### config.mk
export PLATFORM = sky130hd
export DESIGN_NAME = alignment
export DESIGN_NICKNAME = d
export VERILOG_FILES = /design/src/rtl/alignment.sv
export SDC_FILE = /design/constraint.sdc
export NUM_CORES = 1
export LEC_CHECK = 0
export BUFFER_PORTS_ARGS = -buffer_cell sky130_fd_sc_hd__buf_2
export CORE_ASPECT_RATIO = 0.9
export CORE_UTILIZATION = 45
export DETAILED_ROUTE_END_ITERATION = 10
export GPL_ROUTABILITY_DRIVEN = 0
export PLACE_DENSITY = 0.74
export SLEW_MARGIN = 25
export SYNTH_ARGS = -nofsm -noshare
export SYNTH_HDL_FRONTEND = slang
export SYNTH_SLANG_ARGS = --single-unit
### constraint.sdc
create_clock -name clk -period 5.5 [get_ports clk]
set_input_delay 0.275 -clock clk [delete_from_list [all_inputs] [get_ports clk]]
set_output_delay 0.275 -clock clk [all_outputs]
set_load 0.01 [all_outputs]
### src/rtl/alignment.sv
// Exponent-alignment stage ahead of the FP adder: picks the larger-exponent operand
// and right-shifts the other significand one bit per cycle, folding lost bits into sticky.
module alignment #(
  parameter bit EARLY_FLUSH = 1'b1
) (
  input  logic        clk,
  input  logic        rst,
  input  logic        start,
  input  logic [7:0]  expA,
  input  logic [7:0]  expB,
  input  logic [23:0] fracA,
  input  logic [23:0] fracB,
  output logic        busy,
  output logic        done,
  output logic        swap,
  output logic [7:0]  expAlign,
  output logic [26:0] fracLarge,
  output logic [26:0] fracSmall
);

  typedef enum logic [1:0] {IDLE, SHIFT, DONE} state_t;

  localparam logic [7:0] FLUSH_DIST = 8'd27;

  state_t      state_q, state_d;
  logic [7:0]  count_q, count_d;
  logic        swap_q, swap_d;
  logic [7:0]  exp_align_q, exp_align_d;
  logic [26:0] frac_large_q, frac_large_d;
  logic [26:0] frac_small_q, frac_small_d;
  logic        busy_q, busy_d;
  logic        done_q, done_d;

  logic        a_large;
  logic [7:0]  diff;
  logic [23:0] large_sig;
  logic [23:0] small_sig;
  logic [7:0]  count_dec;

  always_comb begin
    a_large   = (expA >= expB);
    diff      = a_large ? (expA - expB) : (expB - expA);
    large_sig = a_large ? fracA : fracB;
    small_sig = a_large ? fracB : fracA;
    count_dec = count_q - 8'd1;

    state_d      = state_q;
    count_d      = count_q;
    swap_d       = swap_q;
    exp_align_d  = exp_align_q;
    frac_large_d = frac_large_q;
    frac_small_d = frac_small_q;

    case (state_q)
      IDLE: begin
        if (start) begin
          swap_d       = ~a_large;
          exp_align_d  = a_large ? expA : expB;
          frac_large_d = {large_sig, 3'b000};
          frac_small_d = {small_sig, 3'b000};
          count_d      = diff;
          if (diff == 8'd0) begin
            state_d = DONE;
          end else if (EARLY_FLUSH && (diff >= FLUSH_DIST)) begin
            // Every significand bit would land in sticky anyway, so skip the iteration.
            frac_small_d = {26'd0, |small_sig};
            state_d      = DONE;
          end else begin
            state_d = SHIFT;
          end
        end
      end
      SHIFT: begin
        frac_small_d = {1'b0, frac_small_q[26:2], frac_small_q[1] | frac_small_q[0]};
        count_d      = count_dec;
        if (count_dec == 8'd0) begin
          state_d = DONE;
        end
      end
      DONE: begin
        state_d = IDLE;
      end
      default: begin
        state_d = IDLE;
      end
    endcase

    busy_d = (state_d != IDLE);
    done_d = (state_d == DONE);
  end

  always_ff @(posedge clk) begin
    if (rst) begin
      state_q      <= IDLE;
      count_q      <= '0;
      swap_q       <= 1'b0;
      exp_align_q  <= '0;
      frac_large_q <= '0;
      frac_small_q <= '0;
      busy_q       <= 1'b0;
      done_q       <= 1'b0;
    end else begin
      state_q      <= state_d;
      count_q      <= count_d;
      swap_q       <= swap_d;
      exp_align_q  <= exp_align_d;
      frac_large_q <= frac_large_d;
      frac_small_q <= frac_small_d;
      busy_q       <= busy_d;
      done_q       <= done_d;
    end
  end

  assign busy      = busy_q;
  assign done      = done_q;
  assign swap      = swap_q;
  assign expAlign  = exp_align_q;
  assign fracLarge = frac_large_q;
  assign fracSmall = frac_small_q;

endmodule
==> flow_summary_export.csv, run 1 <==
group,metric,value,unit
outcome,status,"complete, but fails checks",
outcome,violations,"DRC",
die,die_w,107,um
synth,syn-cell-area,0.00444,mm2
critical_path,critPathArrivalTime,3410,ps
synth,ys.flop_type,"dfxtp_1",
final_layout,layout_commonest_cell,"buf_2",
timing,setup-tns-final,0,ps
die,die_y,96.3,um
die,core-area,0.00961,mm2
final_layout,syn_to_final_growth,19.9,%
critical_path,crit_family,"compound AO/OA/AOI/OAI gates",
route,finalWirelength,11.8,mm
critical_path,critPathLaunch,"expA[0]",
critical_path,crit_top_cell,"inv_1",
clocking,cts.sinks,72,
route,antenna_left,0,
power_and_ir_drop,cellLeakagePower,2.43,nW
critical_path,r2r_cells,6,
final_layout,regArea,0.00144,mm2
global_routing,grt_first_pass_wirelength,18.6,mm
synth,synthCells,491,
clocking,insertion_delay,360,ps
clocking,path_clk_slew,90,ps
critical_path,cp.depth,12,
timing,whs,271,ps
clocking,cts_buffer_depth,2,
critical_path,endpoint,"fracSmall[5]",
global_routing,grt.total_usage,22.6,%
critical_path,critPathSlowestCell,"a2111o_2",
route,via_count,4253,
final_layout,multi_input_area,0.00274,mm2
clocking,tritoncts,"done",
critical_path,path_cells,"buf_2, inv_1, ha_1, inv_1, fa_1, nand3_1, a31oi_4, nor2_8, mux2i_1, xor2_1, a2111o_2, o32ai_1",
route,drc,1,
timing,rsz0062_at_grt,"no",
clocking,cts_buffers,9,
die,start_util,46.2,%
placement,numPortBuffers,128,
synth,yosysTopAreaCell,"dfxtp_1",
final_layout,layout_common_cells,"buf_2, dfxtp_1, nor2_1, mux2i_1, a211oi_1",
clocking,postCtsSetupBuffers,0,
synth,synth_area_per_cell,9.05,um2
global_routing,grt_max_degree,73,
timing,fmax,316,MHz
die,row_count,34,
critical_path,rrSetupSlack,3410,ps
critical_path,rr_startpoint,"state_q[0]",
critical_path,crit_required,5750,ps
critical_path,startpoint_type,"input pin",
final_layout,n_fill_cell,905,
timing,maxSlewHeadroom,42.8,%
synth,async_reset_ff_share,0,%
global_routing,grt_pass1_vias,3899,
synth,ys_top_cells_by_area,"dfxtp_1, mux2i_1, o32ai_2",
critical_path,cp-end-kind,"flip-flop",
flow_run,cap_violations,0,
clocking,cts_hold_buf,0,
global_routing,antenna_found_initial,0,
timing,period_share,57.5,%
final_layout,n_antenna_cell,0,
synth,synth_top_area_share,32.5,%
final_layout,num-nets-final,681,
clocking,clockRootBuffer,"clkbuf_8",
global_routing,overflow,0,
clocking,htreeDepth,3,
final_layout,drive_gt1_share,30.2,%
critical_path,r2r-end,"fracLarge[16]",
critical_path,critPathMaxStageDelay,770,ps
synth,synth_seq_area_share,32.5,%
die,die-area,0.0103,mm2
die,io_pins,132,
timing,finalCriticalPeriod,3160,ps
route,vias_per_cell,5.86,
placement,dpl_worst_slack,2000,ps
clocking,cts_resized,0,
power_and_ir_drop,vdd_drop_max,179,uV
hold_path,min_path_type,"in -> reg",
route,wl_per_cell,16.2,um
timing,slew_violations,0,
route,drt_iter0_drc,253,
timing,tightest_slew,858,ps
timing,setup_violations,0,
timing,worst_clock_skew,11.1,ps
timing,setup_ws,2340,ps
synth,yosysUniqueCellTypes,59,
critical_path,crit_type,"in -> reg",
synth,ys_ff_latch,72,
timing,hold_violations,0,
placement,post-dp-hpwl,8.47,mm
critical_path,critPathBufInv,3,
power_and_ir_drop,power.density,311,mW/mm2
synth,synth_edf_count,0,
route,firstDrtPassIters,8,
synth,yosysWarnings,0,
critical_path,crit_path_max_fanout,27,
-- routing by layer --
metal	vias up	track usage, %	part of all wire, %
li1	2055	-	-
met1	2016	30.7	46
met2	157	35.3	46
met3	25	5.08	6.1
met4	0	8.11	1.8
met5	-	0	0
-- per-stage QoR --
stage	area [um2]	total power, mW	utilization [%]	instances
detailed placement	5110	1.19	53.1	710
global route	5330	1.75	55.4	726
finish	5330	1.66	55.4	726
floorplan	4450	1.03	-	493
CTS	5330	1.66	55.4	726
global placement	5100	1.18	53.1	710
-- Yosys cell counts, drive strengths merged (2+ instances only) --
master  number
xnor2        3
a211oi      34
and3         2
nand2       18
o32ai       23
a31oi        5
a21oi       29
nor4        15
a31o         2
nand3        3
dfxtp       72
mux2i       52
ha          17
a22oi       26
nor2        54
inv         23
a221oi       5
nand4        3
clkbuf      27
nor3         7
o21ai       12
buf         15
fa           2
or3          3
xor2         4
a21o         9
and2         3
nand2b       4
-- registers in the layout (all words and copies together) (netlist names) --
register	cells
busy	1
count_q	8
done	1
expAlign	8
fracLarge	24
fracSmall	27
state_q	2
swap	1
-- power by group --
part / total, mW / internal, mW / switching (mW)
Clock: 0.469 / 0.256 / 0.213
Sequential: 0.630 / 0.587 / 0.0434
Combinational: 0.556 / 0.217 / 0.339
Total: 1.66 / 1.06 / 0.596
-- worst reg2reg max path, delay by kind of cell (launching register included) --
| kind | cells | cell delay (ps) |
|---|---|---|
| compound gates | 1 | 280 |
| buf+inv | 2 | 800 |
| simple gates | 3 | 530 |
| flops | 1 | 400 |
-- area by class of cell --
type | count | share of cell area, %
clock buffer | 9 | 2.33
timing repair buffer | 133 | 12.7
clock inverter | 7 | 1.79
inverter | 23 | 1.62
sequential | 72 | 27.1
tap | 126 | 2.96
multi-input combinational | 356 | 51.5
-- cells by family after synthesis --
family	after synthesis	share of synthesized area, %
other	1	0.0844
buffers and inverters	65	6.37
AOI/OAI and AO/OA	156	29.2
adders and majority gates	19	5.69
muxes	52	11.7
and+or+nand+nor	119	13.1
DFF	72	32.5
xor gates and xnor gates	7	1.38
-- worst min-delay path by stage --
stage          startpoint            end  slack (ps)  cells past startpoint
2_1_floorplan       start           busy         450                      2
3_3_place_gp         swap           swap         470                      2
3_5_place_dp         swap           swap         480                      2
4_1_cts           expB[6]    expAlign[6]         270                      3
5_1_grt          fracA[9]  fracLarge[12]         280                      3
6_report         fracA[9]  fracLarge[12]         270                      3
(Power assumes the default switching activity.)
==> run 2, diff against run 1 <==
- PLACE_DENSITY: 0.74 -> 0.77
- clock period: 5.5 -> 2.9 ns (I/O delays scaled with it)
==> run 2 against run 1 <==
  * The flow still finishes with violations (DRC)
  * Sequential cell count unchanged
  * Hold slack worse by 120 ps
  * Die area unchanged
  * Register-to-register slack got worse by 2700 ps
  * Cell count increased by 1.5%
  * Power up 85%
  * Via count down 0.28%
  * Sequential share of layout area fell by 0.30 points
  * Setup slack worse by 2000 ps
  * Design area is 1.1% higher
  * Combinational power up 98%
  * Global-route usage increased by 0.59 points
  * Critical endpoint is now fracSmall[4]
  * Highest routed layer unchanged
==> flow_summary_export.csv, run 2 (synthesis results as in run 1) <==
group,metric,value,unit
clocking,cts_hold_buf,0,
clocking,cts_buffer_depth,2,
final_layout,drive_gt1_share,31.1,%
timing,setup-tns-final,0,ps
power_and_ir_drop,cellLeakagePower,2.47,nW
die,row_count,34,
route,finalWirelength,11.9,mm
route,via_count,4241,
final_layout,final_cell_count_no_fill,737,
clocking,insertion_delay,340,ps
critical_path,critPathSlowestCell,"a2111o_1",
placement,place_inst,721,
timing,worst_clock_skew,7.62,ps
route,antenna_left,0,
die,die_y,96.3,um
die,io_pins,132,
placement,post-dp-hpwl,8.89,mm
hold_path,min_path_type,"in -> reg",
critical_path,path_cells,"buf_2, inv_1, ha_1, inv_1, fa_1, a21o_1, a21oi_1, nand2_1, a21oi_1, a211oi_1, a2111o_1, buf_12, o32ai_1",
route,drc,1,
outcome,status,"complete, but fails checks",
clocking,cts.sinks,72,
critical_path,cp-end-kind,"flip-flop",
power_and_ir_drop,finalPower,3.06,mW
critical_path,crit_required,3150,ps
timing,setup_violations,0,
global_routing,use_met2,38.4,%
hold_path,worstHoldPathCells,3,
global_routing,overflow,0,
power_and_ir_drop,vdd_drop_max,295,uV
placement,numPortBuffers,128,
clocking,tritoncts,"done",
die,start_util,46.2,%
timing,period_share,88.4,%
hold_path,hp-start,"fracA[21]",
final_layout,syn_to_final_growth,21.2,%
power_and_ir_drop,power.density,568,mW/mm2
critical_path,r2r_cells,9,
critical_path,rr_startpoint,"count_q[0]",
timing,rsz0062_at_grt,"no",
critical_path,crit_path_max_fanout,25,
route,wl_per_cell,16.1,um
final_layout,num-nets-final,692,
critical_path,critPathArrivalTime,2820,ps
global_routing,grt_first_pass_wirelength,19.1,mm
final_layout,layout_common_cells,"buf_2, dfxtp_1, nor2_1, mux2i_1, a211oi_1",
timing,whs,154,ps
clocking,postCtsSetupBuffers,0,
critical_path,critPathLaunch,"expB[0]",
final_layout,largest_reg_flops,27,
timing,slew_violations,0,
route,drt_iter0_drc,271,
die,die-area,0.0103,mm2
global_routing,antenna_found_initial,0,
clocking,path_clk_slew,90,ps
critical_path,crit_type,"in -> reg",
die,core-area,0.00961,mm2
timing,hold_violations,0,
route,firstDrtPassIters,9,
global_routing,grt_pass1_vias,3955,
global_routing,grtUsageMet1,31.0,%
final_layout,layout_commonest_cell,"buf_2",
outcome,violations,"DRC",
timing,tightest_slew,845,ps
critical_path,startpoint_type,"input pin",
flow_run,cap_violations,0,
route,vias_per_cell,5.75,
clocking,cts_resized,0,
global_routing,grt_max_degree,70,
timing,maxSlewHeadroom,43.7,%
timing,finalCriticalPeriod,2560,ps
global_routing,top_usage_layer,"met2",
clocking,clockRootBuffer,"clkbuf_8",
critical_path,critPathMaxStageDelay,470,ps
global_routing,grtUsageMet3,4.20,%
timing,fmax,390,MHz
clocking,cts_buffers,9,
final_layout,utilization,56.0,%
final_layout,n_antenna_cell,0,
global_routing,grt.total_usage,23.2,%
clocking,htreeDepth,3,
die,die_w,107,um
==> run 2: changes by cell type in the layout (fill, tap and decap cells not counted), sizes merged <==
cell / previous run / this run
clkinvlp: 1 / 3
inv: 24 / 27
buf: 133 / 144
bufinv: 2 / 0
clkinv: 3 / 0
==> run 2: layout make-up <==
class                      instances  area (um2)
fill                             883        4230
multi-input combinational        356        2740
sequential                        72        1440
timing repair buffer             144         773
tap                              126         158
clock buffer                       9         124
inverter                          23        86.3
clock inverter                     7        62.6
==> run 2: per-layer routing <==
| layer | vias up | wire, um |
|---|---|---|
| li1 | 2082 | - |
| met1 | 1974 | 5470 |
| met2 | 161 | 5500 |
| met3 | 24 | 672 |
| met4 | 0 | 212 |
| met5 | - | 0 |
==> run 2: path summary, 6_finish.rpt <==
check                  endpoint  slack [ps]
setup reg to reg           done         680
hold reg to reg            swap         500
setup / recovery   fracSmall[4]         340
hold / removal    fracLarge[24]         150
==> run 2: where the power goes <==
part / switching [mW] / leakage, nW / total [mW] / internal [mW]
Combinational: 0.656 / 1.79 / 1.10 / 0.446
Sequential: 0.0849 / 0.591 / 1.20 / 1.11
Clock: 0.428 / 0.0863 / 0.756 / 0.328
Total: 1.17 / 2.47 / 3.06 / 1.89
==> run 2: worst max-delay path, delay by kind of cell <==
family                     cells  cell delay [ps]
AOI/OAI and AO/OA              6             1610
and+or+nand+nor                1               90
adders and majority gates      2              550
buffers and inverters          4              410
==> run 2: metrics by stage <==
stage                     cell area [um2]  setup WS [ps]
after CTS                            5380            406
after global routing                 5380            168
after global placement               5200            148
after detailed placement             5200           39.8
final                                5380            337
after floorplan                      4450            328
